**src/rtl/id_operand_stage.sv**
```systemverilog
// ID operand stage: IF->ID pipeline register with stall-stable instruction hold,
// N-source operand bypass, load-use hazard detection and MIPS branch/jump resolution.
module id_operand_stage #(
  parameter int DW      = 32,
  parameter int AW      = 32,
  parameter int NUM_FWD = 2,
  parameter int STALL_W = 6,
  parameter int CNT_W   = 32
) (
  input  logic                   clk,
  input  logic                   rst,
  input  logic [STALL_W-1:0]     stall,
  input  logic                   flush,
  input  logic                   if_valid,
  input  logic [AW-1:0]          if_pc,
  input  logic [31:0]            inst_sram_rdata,
  input  logic [NUM_FWD-1:0]     fwd_we,
  input  logic [5*NUM_FWD-1:0]   fwd_waddr,
  input  logic [DW*NUM_FWD-1:0]  fwd_wdata,
  input  logic                   ex_is_load,
  input  logic [4:0]             ex_waddr,
  output logic [4:0]             rf_raddr1,
  output logic [4:0]             rf_raddr2,
  input  logic [DW-1:0]          rf_rdata1,
  input  logic [DW-1:0]          rf_rdata2,
  output logic                   id_valid,
  output logic [AW-1:0]          id_pc,
  output logic [31:0]            id_inst,
  output logic [DW-1:0]          id_rs_val,
  output logic [DW-1:0]          id_rt_val,
  output logic                   stallreq,
  output logic                   br_e,
  output logic [AW-1:0]          br_addr,
  output logic [CNT_W-1:0]       lu_stall_cnt
);

  logic              valid_r;
  logic [AW-1:0]     pc_r;
  logic              hold_vld_r;
  logic [31:0]       hold_inst_r;
  logic [CNT_W-1:0]  cnt_r;

  logic [31:0]       inst_s;
  logic [4:0]        rs_s;
  logic [4:0]        rt_s;
  logic [DW-1:0]     rs_val_s;
  logic [DW-1:0]     rt_val_s;
  logic              stallreq_s;
  logic              taken_s;
  logic [AW-1:0]     target_s;
  logic [AW-1:0]     pc4_s;
  logic [AW-1:0]     br_off_s;
  logic              rs_neg_s;
  logic              rs_zero_s;
  logic              id_stop_s;
  logic              ex_stop_s;
  logic              unused_s;

  assign id_stop_s = stall[1];
  assign ex_stop_s = stall[2];
  assign unused_s  = ^{stall[0], stall[STALL_W-1:3]};

  // Pipeline register, instruction hold buffer and load-use stall counter.
  always_ff @(posedge clk) begin
    if (!rst) begin
      valid_r     <= 1'b0;
      pc_r        <= '0;
      hold_vld_r  <= 1'b0;
      hold_inst_r <= 32'd0;
      cnt_r       <= '0;
    end else begin
      if (flush || (id_stop_s && !ex_stop_s)) begin
        valid_r <= 1'b0;
        pc_r    <= '0;
      end else if (!id_stop_s) begin
        valid_r <= if_valid;
        pc_r    <= if_pc;
      end else begin
        valid_r <= valid_r;
        pc_r    <= pc_r;
      end

      // Any reload, bubble or flush retires the held copy; a full stall captures it once.
      if (flush || !(id_stop_s && ex_stop_s)) begin
        hold_vld_r  <= 1'b0;
        hold_inst_r <= hold_inst_r;
      end else if (valid_r && !hold_vld_r) begin
        hold_vld_r  <= 1'b1;
        hold_inst_r <= inst_sram_rdata;
      end else begin
        hold_vld_r  <= hold_vld_r;
        hold_inst_r <= hold_inst_r;
      end

      if (stallreq_s && (cnt_r != {CNT_W{1'b1}})) begin
        cnt_r <= cnt_r + {{(CNT_W-1){1'b0}}, 1'b1};
      end else begin
        cnt_r <= cnt_r;
      end
    end
  end

  assign inst_s = valid_r ? (hold_vld_r ? hold_inst_r : inst_sram_rdata) : 32'd0;
  assign rs_s   = inst_s[25:21];
  assign rt_s   = inst_s[20:16];

  // Operand bypass: walk from oldest to youngest so the lowest index wins.
  always_comb begin
    rs_val_s = rf_rdata1;
    rt_val_s = rf_rdata2;
    for (int k = NUM_FWD - 1; k >= 0; k--) begin
      rs_val_s = (fwd_we[k] && (fwd_waddr[5*k +: 5] == rs_s)) ? fwd_wdata[DW*k +: DW] : rs_val_s;
      rt_val_s = (fwd_we[k] && (fwd_waddr[5*k +: 5] == rt_s)) ? fwd_wdata[DW*k +: DW] : rt_val_s;
    end
    rs_val_s = (rs_s == 5'd0) ? '0 : rs_val_s;
    rt_val_s = (rt_s == 5'd0) ? '0 : rt_val_s;
  end

  assign stallreq_s = valid_r && ex_is_load && (ex_waddr != 5'd0) &&
                      ((ex_waddr == rs_s) || (ex_waddr == rt_s));

  assign pc4_s     = pc_r + AW'(3'd4);
  assign br_off_s  = {{(AW-18){inst_s[15]}}, inst_s[15:0], 2'b00};
  assign rs_neg_s  = rs_val_s[DW-1];
  assign rs_zero_s = (rs_val_s == '0);

  // Branch/jump decode on the bypassed operands.
  always_comb begin
    taken_s  = 1'b0;
    target_s = pc4_s + br_off_s;
    case (inst_s[31:26])
      6'b000000: begin
        if ((inst_s[5:0] == 6'b001000) || (inst_s[5:0] == 6'b001001)) begin
          taken_s  = 1'b1;
          target_s = AW'(rs_val_s);
        end else begin
          taken_s  = 1'b0;
        end
      end
      6'b000001: begin
        case (rt_s)
          5'b00000, 5'b10000: taken_s = rs_neg_s;
          5'b00001, 5'b10001: taken_s = !rs_neg_s;
          default:            taken_s = 1'b0;
        endcase
      end
      6'b000010, 6'b000011: begin
        taken_s  = 1'b1;
        target_s = {pc4_s[AW-1:28], inst_s[25:0], 2'b00};
      end
      6'b000100: taken_s = (rs_val_s == rt_val_s);
      6'b000101: taken_s = (rs_val_s != rt_val_s);
      6'b000110: taken_s = rs_neg_s || rs_zero_s;
      6'b000111: taken_s = !rs_neg_s && !rs_zero_s;
      default:   taken_s = 1'b0;
    endcase
  end

  assign rf_raddr1    = rs_s;
  assign rf_raddr2    = rt_s;
  assign id_valid     = valid_r;
  assign id_pc        = pc_r;
  assign id_inst      = inst_s;
  assign id_rs_val    = rs_val_s;
  assign id_rt_val    = rt_val_s;
  assign stallreq     = stallreq_s;
  assign br_e         = valid_r && !stallreq_s && taken_s;
  assign br_addr      = br_e ? target_s : '0;
  assign lu_stall_cnt = cnt_r;

endmodule

```
**config.mk**
```make
export PLATFORM = sky130hd
export DESIGN_NAME = id_operand_stage
export DESIGN_NICKNAME = d
export VERILOG_FILES = /design/src/rtl/id_operand_stage.sv
export SDC_FILE = /design/constraint.sdc
export NUM_CORES = 1
export LEC_CHECK = 0
export BUFFER_PORTS_ARGS = -buffer_cell sky130_fd_sc_hd__buf_4
export CORE_AREA = 3 3 160 177
export DETAILED_ROUTE_END_ITERATION = 7
export DIE_AREA = 0 0 163 180
export GPL_TIMING_DRIVEN = 0
export PLACE_DENSITY = 0.67
export SKIP_CTS_REPAIR_TIMING = 1
export SKIP_LAST_GASP = 1
export SYNTH_ARGS = -nofsm -noshare
export SYNTH_HDL_FRONTEND = slang
export SYNTH_SLANG_ARGS = --single-unit
export TNS_END_PERCENT = 5
```
**constraint.sdc**
```tcl
create_clock -name clk -period 10.5 [get_ports clk]
set_input_delay 0.525 -clock clk [delete_from_list [all_inputs] [get_ports clk]]
set_output_delay 0.525 -clock clk [all_outputs]
set_load 0.02 [all_outputs]
```
; Word-level counts from Yosys, hierarchy flattened
; Index checks and enable logic that the tools add are counted.
[totals]
reg_bits = 98
input_bits = 220
out_inout_bits = 205
[classes]
add_sub_neg = 3
n_eq_ne = 21
muxes = 14
bitwise = 2
n_reduce_logical = 36
[op_table]
columns = operator, count
row1 = $mux 32, 10
row2 = $pmux 32 s2, 1
row3 = $add 32x1->32 const B, 1
row4 = $add 32x3->32 const B, 1
row5 = $add 32x32->32, 1
row6 = $eq 32x32->1, 1
row7 = $logic_not 32->1, 1
row8 = $ne 32x32->1, 1
row9 = $ne 32x32->1 const B, 1
row10 = $eq 5x5->1, 6
row11 = $eq 6x3->1 const B, 4
row12 = $logic_and 1x1->1, 14
row13 = $eq 6x2->1 const B, 2
row14 = $eq 6x4->1 const B, 2
row15 = $eq 5x5->1 const B, 2
row16 = $logic_not 5->1, 2
row17 = $reduce_or 2->1, 5
row18 = $pmux 1 s7, 1
row19 = $eq 6x1->1 const B, 1
row20 = $logic_not 1->1, 6
row21 = $logic_not 6->1, 1
row22 = $eq 5x1->1 const B, 1
row23 = $logic_or 1x1->1, 5
row24 = $reduce_bool 5->1, 1
row25 = other kinds (4), 5

; Longest topological paths before layout
; Gate-level depths: netlist (run 1).
[depth]
depth_word = 13
ltp_mapped = 22
depth_no_buf = 18

; Worst setup path after synthesis (run 1)
; Ideal clock, no wire load.
[synth_timing]
path_kind = register to output
startpoint = reg hold_vld_r
endpoint = out br_addr[27]
arrival_time_ps = 5016
required_ps = 9975
path_slack_ps = 4959
path_stages_with_launch = 21
path_buffers = 5
path_cell_list = dfxtp_1 buf_6 buf_6 clkbuf_1 clkbuf_1 buf_1 mux2i_1 nor2_1 ha_1 a21o_1 nand2_1 nand2_1 a21o_1 a22oi_1 o21ai_0 or4_1 a31oi_1 xnor2_1 mux2i_1 o221a_2 nor2_1
[synth_rtl]
columns = element, line_no
row1 = from (decl), 39  ; logic hold_vld_r;
row2 = from (signal assigned), 91  ; hold_vld_r <= hold_vld_r;
row3 = $mux 32 * (2 in series), 103  ; assign inst_s = valid_r ? (hold_vld_r ? hold_inst_r : inst_sram_rdata) : 32'd0;
row4 = named net id_inst[8], 28  ; output logic [31:0] id_inst,
row5 = $add 32x32->32 *, 130  ; target_s = pc4_s + br_off_s;
row6 = $mux 32, 133  ; if ((inst_s[5:0] == 6'b001000) || (inst_s[5:0] == 6'b001001)) begin
row7 = $pmux 32 s2 *, 131  ; case (inst_s[31:26])
row8 = $mux 32 *, 168  ; assign br_addr = br_e ? target_s : '0;
row9 = to (decl), 33  ; output logic [AW-1:0] br_addr,
; The timed path passes the listed nets; every way through them passes the cells marked *.

; Final worst setup path (run 1)
[layout_timing]
startpoint = reg valid_r, in the netlist id_valid
endpoint = out br_addr[10]
[layout_via]
elab_chain_cells = 12
[layout_lines]
columns = element, line_no
row1 = from (decl), 37  ; logic valid_r;
row2 = from (signal assigned), 76  ; valid_r <= if_valid;
row3 = from (signal assigned), 79  ; valid_r <= valid_r;
row4 = $mux 32, 103
row5 = $eq 5x5->1, 112  ; rs_val_s = (fwd_we[k] && (fwd_waddr[5*k +: 5] == rs_s)) ? fwd_wdata[DW*k +: DW] : rs_val_s;
row6 = $logic_and 1x1->1, 112
row7 = $mux 32 (2 in series), 112
row8 = $mux 32, 115  ; rs_val_s = (rs_s == 5'd0) ? '0 : rs_val_s;
row9 = $logic_not 32->1, 125  ; assign rs_zero_s = (rs_val_s == '0);
row10 = $logic_not 1->1, 154  ; 6'b000111: taken_s = !rs_neg_s && !rs_zero_s;
row11 = $logic_and 1x1->1, 154
row12 = $pmux 1 s7, 131
row13 = $logic_and 1x1->1, 167  ; assign br_e = valid_r && !stallreq_s && taken_s;
row14 = $mux 32 *, 168
; Every way passes the cells marked *; elsewhere a longest branch is shown, timed or not.

==> results of run 1 <==
-- layout make-up --
cell class | instances | area (µm²) | share of cell area
well taps | 357 | 447 | 0.0307
repair buffers | 418 | 3140 | 0.216
inverters | 34 | 128 | 0.00878
clock buffers | 9 | 225 | 0.0155
clock inverters | 7 | 67.6 | 0.00465
plain buffers | 124 | 602 | 0.0414
multi-input cells | 1193 | 7960 | 0.548
flip-flops and latches | 98 | 1960 | 0.135
-- cell families after synthesis --
group / synth area share
and+or+nand+nor: 0.322
AOI/OAI and AO/OA: 0.219
buffers and inverters: 0.0688
xor gates and xnor gates: 0.0975
DFF: 0.185
muxes: 0.0700
adders and majority gates: 0.0385
-- placed cells by master, fill, tap and decap left out, types with 43 or more instances in the layout --
cell type / n
nand3_1: 64
nor3_1: 46
buf_4: 430
o31ai_1: 56
dfxtp_1: 98
mux2i_1: 66
xnor2_1: 76
nand2_1: 154
clkbuf_1: 71
a311oi_1: 43
nor4_1: 64
nor2_1: 145
-- state kept, by name, indices dropped and copies added (netlist names) --
register / count
hold_inst_r: 32
hold_vld_r: 1
id_pc: 32
id_valid: 1
lu_stall_cnt: 32
-- worst paths after layout --
check / from / slack (ns) / depth (start not counted) / to
setup / recovery: id_valid / 2.97 / 18 / br_addr[10]
hold reg to reg: hold_inst_r[7] / 0.46 / 2 / hold_inst_r[7]
hold / removal: flush / 0.36 / 2 / hold_vld_r
setup reg to reg: id_valid / 6.59 / 14 / lu_stall_cnt[30]
-- power by group --
group	internal (mW)	total, mW	switching (mW)	leakage, nW
logic	0.140	0.341	0.201	5.23
registers	0.375	0.381	0.00542	0.791
clock network	0.168	0.340	0.172	0.145
-- stage by stage --
| step | setup WS (ns) | util | area (µm²) |
|---|---|---|---|
| floorplan | 4.96 | - | 10600 |
| CTS | 3.18 | 0.542 | 14500 |
| finish | 2.97 | 0.542 | 14500 |
| detailed placement | 3.52 | 0.531 | 14200 |
| global route | 2.78 | 0.542 | 14500 |
| global placement | 3.50 | 0.529 | 14200 |
-- layer usage --
metal  up-vias  track usage  share of wire
met5         -            0        0.00043
met4         4        0.139          0.048
met3       166       0.0857           0.11
met2       806        0.552           0.47
met1      6311        0.397           0.38
li1       6241            -              -
==> run metrics, run 1 <==
share of cells above drive strength 1=0.274; fin crit share=0.717; relative max-transition margin=-0.0704; Chip Width=roughly 160 µm; register area share after synthesis=0.185; failing checks=max-capacitance violations, max-slew violations; hold_ws=0.359 ns; worst-margin pin slew=about 1.6 ns; row count=63; Max Cap Viol=3; Inserted Clock Buffers=9; YS warnings=0; worst clock skew=0.0107 ns; first-pass GRT wire length=76.1 mm; DRT Pass-1 Iters=6; Leak=approximately 6.2 nW; # nets final=between 2000 and 2500; CP endpoint kind=output port; Final Non-Filler Cells=~2200; # setup viols final=0; top cells by area, synth=dfxtp_1 18%, xnor2_1 6.3%, mux2i_1 6.2%; H-tree depth=3; Critical Path Fanout Max=10; Remaining Overflow, GRT=0; clk slew on worst S/H paths=0.09 ns; Core Area=about 27000 µm²; initial core utilization=0.396; area share of the largest cell type after synthesis=0.185; Cells after DPL=between 2000 and 2500; clk sinks=slightly below 100; CP max stage delay=1.31 ns; Synth Register Bits=98; Worst Path Buf+Inv=7; CP required=9.98 ns; Gate Count Post-Synth=1449; Most used DFF post-synth=dfxtp_1; Worst path slowest cell=a311oi_1; Root Driver=clkbuf_16; critical path class=reg -> out; CTS tree=yes; insertion delay to the later sink of the worst-skew pair=0.36 ns; antenna-violating nets left=0; PD cells=73.1 nW/µm²; # diodes=0; CTS max path bufs=2; RSZ-0062 raised after global routing=no; post-route setup TNS=0 ns; drt first-iter violations=1310; vias per cell=around 6.0; initial antenna violation count=2; area leader, netlist=dfxtp_1; Synth cell types=72; Fmax achieved=between 0.1 and 0.15 GHz; RePlAce Congestion=1.00; crit-path cells=buf_4, inv_2, buf_2, or3_1, nand4_1, clkbuf_1, clkbuf_1, o31ai_1, a311oi_1, xor2_1, nor4_1, nand4_1, nor4_2, mux2i_1, o41ai_4, buf_6, nor2_1, buf_4; # IOs=425; Worst setup SP type=register; Synthesized Nets=1701; status=finished with violations; Final Power=1.06 mW; drt wl/cell=~23 µm; share of flip-flops with an asynchronous set or reset=0; Buffers on Ports=418; Die Area=between 20000 and 30000 µm²; synthesized area=~11000 µm²; vias in the first global route=about 13000; FILL cells=roughly 2700; minimum clock period=7.53 ns; Die H=approximately 180 µm; vias=13528; CP Data Arrival Time=7.00 ns; DP HPWL=42.1 mm; Final Hold Viols=0; total wire length=51.1 mm; CP top delay family=compound AO/OA/AOI/OAI gates; Hold WC Path Type=in -> reg; pin count of the biggest net entering global routing=20; Worst VDD drop=around 0.077 mV; drt drc=0; count leader, synth=nand2_1; final-report max-slew violation count=10; Synth Area per Inst=around 7.3 µm²; gr usage total=0.330; Post-synth EDFFs=0; Post-synth top cells=154 x nand2_1, 146 x nor2_1, 98 x dfxtp_1, 76 x xnor2_1, 71 x clkbuf_1; area growth from synthesis to layout=37.0%
(Power assumes the default switching activity.)
==> run 2, diff against run 1 <==
--- a/config.mk
+++ b/config.mk
@@ -10,7 +10,7 @@
 export DETAILED_ROUTE_END_ITERATION = 7
 export DIE_AREA = 0 0 163 180
 export GPL_TIMING_DRIVEN = 0
-export PLACE_DENSITY = 0.67
+export PLACE_DENSITY = 0.7
 export SKIP_CTS_REPAIR_TIMING = 1
 export SKIP_LAST_GASP = 1
 export SYNTH_ARGS = -nofsm -noshare
==> constraint.sdc (replaced) <==
create_clock -name clk -period 6.9 [get_ports clk]
set_input_delay 0.345 -clock clk [delete_from_list [all_inputs] [get_ports clk]]
set_output_delay 0.345 -clock clk [all_outputs]
set_load 0.02 [all_outputs]
==> run 2 against run 1 <==
The run now ends clean. Core utilization increased by 0.59 points. Setup slack got worse by 2.6 ns. Global-route usage increased by 0.96 points. Clock-buffer cell count increased by 2.
==> run metrics, run 2 (synthesis results as in run 1) <==
share of cells above drive strength 1=0.280 (+0.00622); critical path class=reg -> out; Hold Crit Depth=2 (unchanged); Remaining Overflow, GRT=0 (unchanged); pin count of the biggest net entering global routing=18 (-10%); area growth from synthesis to layout=38.5%; initial core utilization=0.396 (unchanged); Multi-input gate area=8060 µm² (+1.2%); # IOs=425 (unchanged); Final Hold Viols=0 (unchanged); worst-margin pin slew=1.22 ns (-0.373 ns); Die H=180 µm (unchanged); DP HPWL=43.3 mm (+3.0%); hold_ws=0.177 ns (-0.182 ns); drt drc=0 (unchanged); R2R Path Start=id_valid; Root Driver=clkbuf_16; first-pass GRT wire length=77.9 mm (+2.4%); vias per cell=6.02 (-0.40%); Chip Width=163 µm (unchanged); initial antenna violation count=2 (unchanged); drt first-iter violations=1239 (-5.4%); CP required=6.55 ns (-3.43 ns); RSZ-0062 raised after global routing=no; relative max-transition margin=0.180 (+0.251); final instance area=14700 µm² (+1.1%); r2r worst-path depth=14 (unchanged); gr usage total=0.339 (+0.00956); Hold WC Path Type=in -> reg; drt wl/cell=23.3 µm (+2.2%); # nets final=2131 (+0.047%); clk sinks=98 (unchanged); Die Area=29300 µm² (unchanged); Fmax achieved=0.153 GHz; H-tree depth=3 (unchanged); Inserted Clock Buffers=9 (unchanged); row count=63 (unchanged); CTS tree=yes; reg2reg setup slack=2.92 ns (-3.67 ns); PD cells=115 nW/µm² (+58%); fin crit share=0.949; most frequent cells in the layout=431 x buf_4, 154 x nand2_1, 145 x nor2_1; Worst Hold End=hold_vld_r; vias=13492 (-0.27%); Worst setup SP type=register; DRT Pass-1 Iters=7 (+1); Register Area=1960 µm² (unchanged); Reg-to-Reg End=lu_stall_cnt[30]; Buffers on Ports=418 (unchanged); insertion delay to the later sink of the worst-skew pair=0.36 ns (about the same); critical hold path startpoint=flush; Area after DPL=14200 µm² (-0.16%); worst clock skew=0.00932 ns (-0.00137 ns); antenna-violating nets left=0 (unchanged); commonest non-fill, non-tap cell in the layout=buf_4; Leak=6.21 nW (+0.62%); Critical Path Fanout Max=10 (unchanged); CP Data Arrival Time=6.21 ns (-0.79 ns); RePlAce Congestion=1.02 (+2.0%); FILL cells=2702 (-0.18%); minimum clock period=between 6 and 7 ns; total wire length=52.3 mm (+2.3%); Core Area=26800 µm² (unchanged); # setup viols final=0 (unchanged); vias in the first global route=12959 (+1.5%); CP endpoint kind=output port; Worst VDD drop=0.162 mV (+110%); Max Cap Viol=0 (-3); clk slew on worst S/H paths=0.07 ns (-0.02 ns); status=finished, final reports clean; final-report max-slew violation count=0 (-10); CTS max path bufs=2 (unchanged)
run 2: worst max-delay path by stage:
stage	cells after the start	endpoint	startpoint	slack (ns)
CTS	19	br_addr[6]	id_valid	-0.18
floorplan	20	br_addr[27]	hold_vld_r	1.54
detailed placement	19	br_addr[6]	id_valid	0.23
global placement	18	br_addr[5]	hold_vld_r	0.21
global route	22	br_addr[30]	hold_vld_r	0.06
finish	20	br_addr[2]	id_valid	0.35
run 2: area by class of cell:
cell class / instances / area share
repair buffers: 419 / 0.214
flip-flops and latches: 98 / 0.134
inverters: 34 / 0.00869
well taps: 357 / 0.0304
clock buffers: 11 / 0.0158
diodes: 2 / 0.000341
plain buffers: 124 / 0.0411
multi-input cells: 1193 / 0.549
clock inverters: 5 / 0.00733
run 2: where the power goes:
| part | total (mW) | switching (mW) | internal, mW |
|---|---|---|---|
| registers | 0.579 | 0.00792 | 0.571 |
| clock network | 0.591 | 0.233 | 0.358 |
| logic | 0.524 | 0.310 | 0.214 |
| total | 1.69 | 0.551 | 1.14 |
run 2: per-layer routing:
metal,global-route usage,up-vias,wire [µm]
li1,-,6240,-
met5,0,-,0
met2,0.581,760,25100
met1,0.410,6364,19600
met3,0.0710,128,5260
met4,0.139,0,2380
run 2: worst max-delay path: stages (launching register included):
cell      delay [ns]
dfxtp_1         0.37
buf_4           0.17
inv_2           0.06
buf_2           0.16
buf_2           0.18
o21ai_0         0.19
nand4b_1        0.37
or3_1           0.55
buf_2           0.24
buf_2           0.27
a311oi_2        0.65
xor2_1          0.15
nor4_1          0.51
nand4_1         0.19
nor4_2          0.52
mux2i_1         0.33
o41ai_4         0.11
buf_4           0.19
buf_6           0.15
nor2_1          0.27
buf_4           0.21
run 2: metrics by stage:
step,power [mW],setup TNS [ns],cells,utilization,setup slack (ns)
4_1_cts,1.69,-3.68,2240,0.543,-0.183
3_5_place_dp,1.10,0,2224,0.530,0.227
5_1_grt,1.76,0,2243,0.548,0.0605
3_3_place_gp,1.10,0,2224,0.529,0.209
6_report,1.69,0,2243,0.548,0.350
2_1_floorplan,0.850,0,1449,-,1.54
==> run 3, diff against run 2 <==
--- a/config.mk
+++ b/config.mk
@@ -5,7 +5,7 @@
 export SDC_FILE = /design/constraint.sdc
 export NUM_CORES = 1
 export LEC_CHECK = 0
-export BUFFER_PORTS_ARGS = -buffer_cell sky130_fd_sc_hd__buf_4
+export BUFFER_PORTS_ARGS = -buffer_cell sky130_fd_sc_hd__buf_2
 export CORE_AREA = 3 3 160 177
 export DETAILED_ROUTE_END_ITERATION = 7
 export DIE_AREA = 0 0 163 180
@@ -13,6 +13,7 @@
 export PLACE_DENSITY = 0.7
 export SKIP_CTS_REPAIR_TIMING = 1
 export SKIP_LAST_GASP = 1
+export SLEW_MARGIN = 20
 export SYNTH_ARGS = -nofsm -noshare
 export SYNTH_HDL_FRONTEND = slang
 export SYNTH_SLANG_ARGS = --single-unit
==> run 3 against run 2 <==
Critical path depth decreased by 1. Die area unchanged. Via count increased by 1.0%.
==> run metrics, run 3 (synthesis results as in run 1) <==
Remaining Overflow, GRT=0 (unchanged); Worst path slowest cell=a311oi_1; Inserted Clock Buffers=9 (unchanged); r2r worst-path depth=14 (unchanged); final-report max-slew violation count=0 (unchanged); # setup viols final=0 (unchanged); Worst VDD drop=0.120 mV (-26%); # nets final=2135 (+0.19%); Worst setup SP type=register; first-pass GRT wire length=75.9 mm (-2.6%); FILL cells=2779 (+2.8%); fin crit share=0.984 (+0.0346); post-route setup TNS=0 ns (unchanged); reg2reg setup slack=3.05 ns (+0.13 ns); drt first-iter violations=1264 (+2.0%); pin count of the biggest net entering global routing=19 (+1); Root Driver=clkbuf_16; area growth from synthesis to layout=29.2%; Setup crit end=br_addr[4]; initial antenna violation count=9 (+7); Fmax achieved=0.147 GHz (-3.5%); worst setup margin=0.111 ns (-0.239 ns); RePlAce Congestion=1.00 (-2.3%); Critical Path Fanout Max=10 (unchanged); insertion delay to the later sink of the worst-skew pair=0.36 ns (about the same); critical path class=reg -> out; vias in the first global route=12649 (-2.4%); final instance area=13700 µm² (-6.7%); Core Area=26800 µm² (unchanged); Worst Setup SP=id_valid; CTS max path bufs=2 (unchanged); DRT Pass-1 Iters=6 (-1); CP max stage delay=0.93 ns (+0.28 ns); CTS tree=yes; Max Cap Viol=0 (unchanged); gr usage total=0.331 (-0.00857); CP required=6.55 ns (about the same); worst clock skew=0.00570 ns (-0.00362 ns); Area after DPL=13200 µm² (-6.9%); most frequent cells in the layout=442 x buf_2, 154 x nand2_1, 145 x nor2_1; minimum clock period=6.79 ns (+0.239 ns); PD cells=114 nW/µm² (-1.0%); crit-path cells=buf_4, inv_2, buf_2, buf_6, or3_1, nand3_1, clkbuf_1, clkbuf_1, nor4_1, a311oi_1, xor2_1, nor3_1, nand4_1, nor4_2, mux2i_1, o41ai_4, buf_6, nor2_1, buf_2; Worst Path Buf+Inv=8 (-1); antenna-violating nets left=0 (unchanged); Reg-to-Reg End=lu_stall_cnt[30]; Leak=6.05 nW (-2.6%); # IOs=425 (unchanged); Post-Place Worst Slack=0.142 ns (-0.0843 ns); clk slew on worst S/H paths=0.07 ns (about the same); vias per cell=6.06 (+0.81%); CP Data Arrival Time=6.44 ns (+0.23 ns); relative max-transition margin=0.233 (+0.0531); Buffers on Ports=418 (unchanged); Hold WC Path Type=in -> reg; drt drc=0 (unchanged); worst-margin pin slew=1.14 ns (-0.0791 ns); DP HPWL=42.6 mm (-1.6%); total wire length=51.8 mm (-0.90%); CP endpoint kind=output port; share of cells above drive strength 1=0.285 (+0.00523); drt wl/cell=23.1 µm (-1.1%); row count=63 (unchanged); vias=13631 (+1.0%); Chip Width=163 µm (unchanged); Register Area=1960 µm² (unchanged); CP top delay family=buffers and inverters; H-tree depth=3 (unchanged); Multi-input gate area=8140 µm² (+1.0%); Die Area=29300 µm² (unchanged); Crit. path cell count=19 (-5.0%); status=finished, final reports clean; R2R Path Start=id_valid; Final Hold Viols=0 (unchanged); commonest non-fill, non-tap cell in the layout=buf_2; initial core utilization=0.396 (unchanged); Die H=180 µm (unchanged); clk sinks=98 (unchanged)
-- run 3: cell types whose count changed in the layout (fill, tap and decap cells not counted), sizes merged --
cell / previous run / this run
buf: 471 / 475
bufinv: 3 / 0
clkbuf: 83 / 82
clkinv: 0 / 1
clkinvlp: 0 / 1
diode: 2 / 3
inv: 36 / 38
-- run 3: worst min path at each step --
stage,from,endpoint,cells after the start
floorplan,flush,hold_vld_r,1
global placement,hold_inst_r[1],hold_inst_r[1],2
detailed placement,hold_inst_r[8],hold_inst_r[8],2
CTS,flush,hold_vld_r,2
global route,flush,hold_vld_r,2
finish,flush,hold_vld_r,2
-- run 3: layout make-up --
type                    count  area share
multi-input cells        1193       0.594
repair buffers            423       0.155
flip-flops and latches     98       0.143
plain buffers             124      0.0442
well taps                 357      0.0326
clock buffers              10      0.0167
inverters                  34     0.00931
clock inverters             6     0.00411
diodes                      3    0.000548
-- run 3: per-stage QoR --
step / utilization / total power, mW / instances / hold slack, ns
global route: 0.511 / 1.62 / 2247 / 0.213
detailed placement: 0.494 / 1.06 / 2226 / 0.457
floorplan: - / 0.850 / 1449 / 0.422
global placement: 0.490 / 1.05 / 2224 / 0.446
finish: 0.511 / 1.56 / 2248 / 0.194
CTS: 0.504 / 1.56 / 2242 / 0.184
-- run 3: power by group --
group	leakage [nW]	switching (mW)	internal [mW]
logic	5.12	0.318	0.171
registers	0.791	0.00779	0.571
clock network	0.138	0.244	0.253
-- run 3: routing by layer --
metal / GRT usage / routed length, µm / vias to the layer above
li1: - / - / 6245
met1: 0.395 / 19200 / 6355
met2: 0.562 / 24400 / 839
met3: 0.0800 / 5700 / 178
met4: 0.140 / 2450 / 14
met5: 0 / 90 / -
-- run 3: worst reg2reg max path, cell delays in order (launching register included) --
cell	delay (ns)
dfxtp_1	0.39
buf_4	0.18
clkbuf_1	0.31
clkbuf_1	0.41
nand2_1	0.24
xor2_1	0.18
nand3_1	0.09
o31ai_1	0.26
o2111ai_1	0.27
a31oi_1	0.40
and2_1	0.18
clkbuf_1	0.36
nand4_1	0.17
xnor2_1	0.14
and2_1	0.15
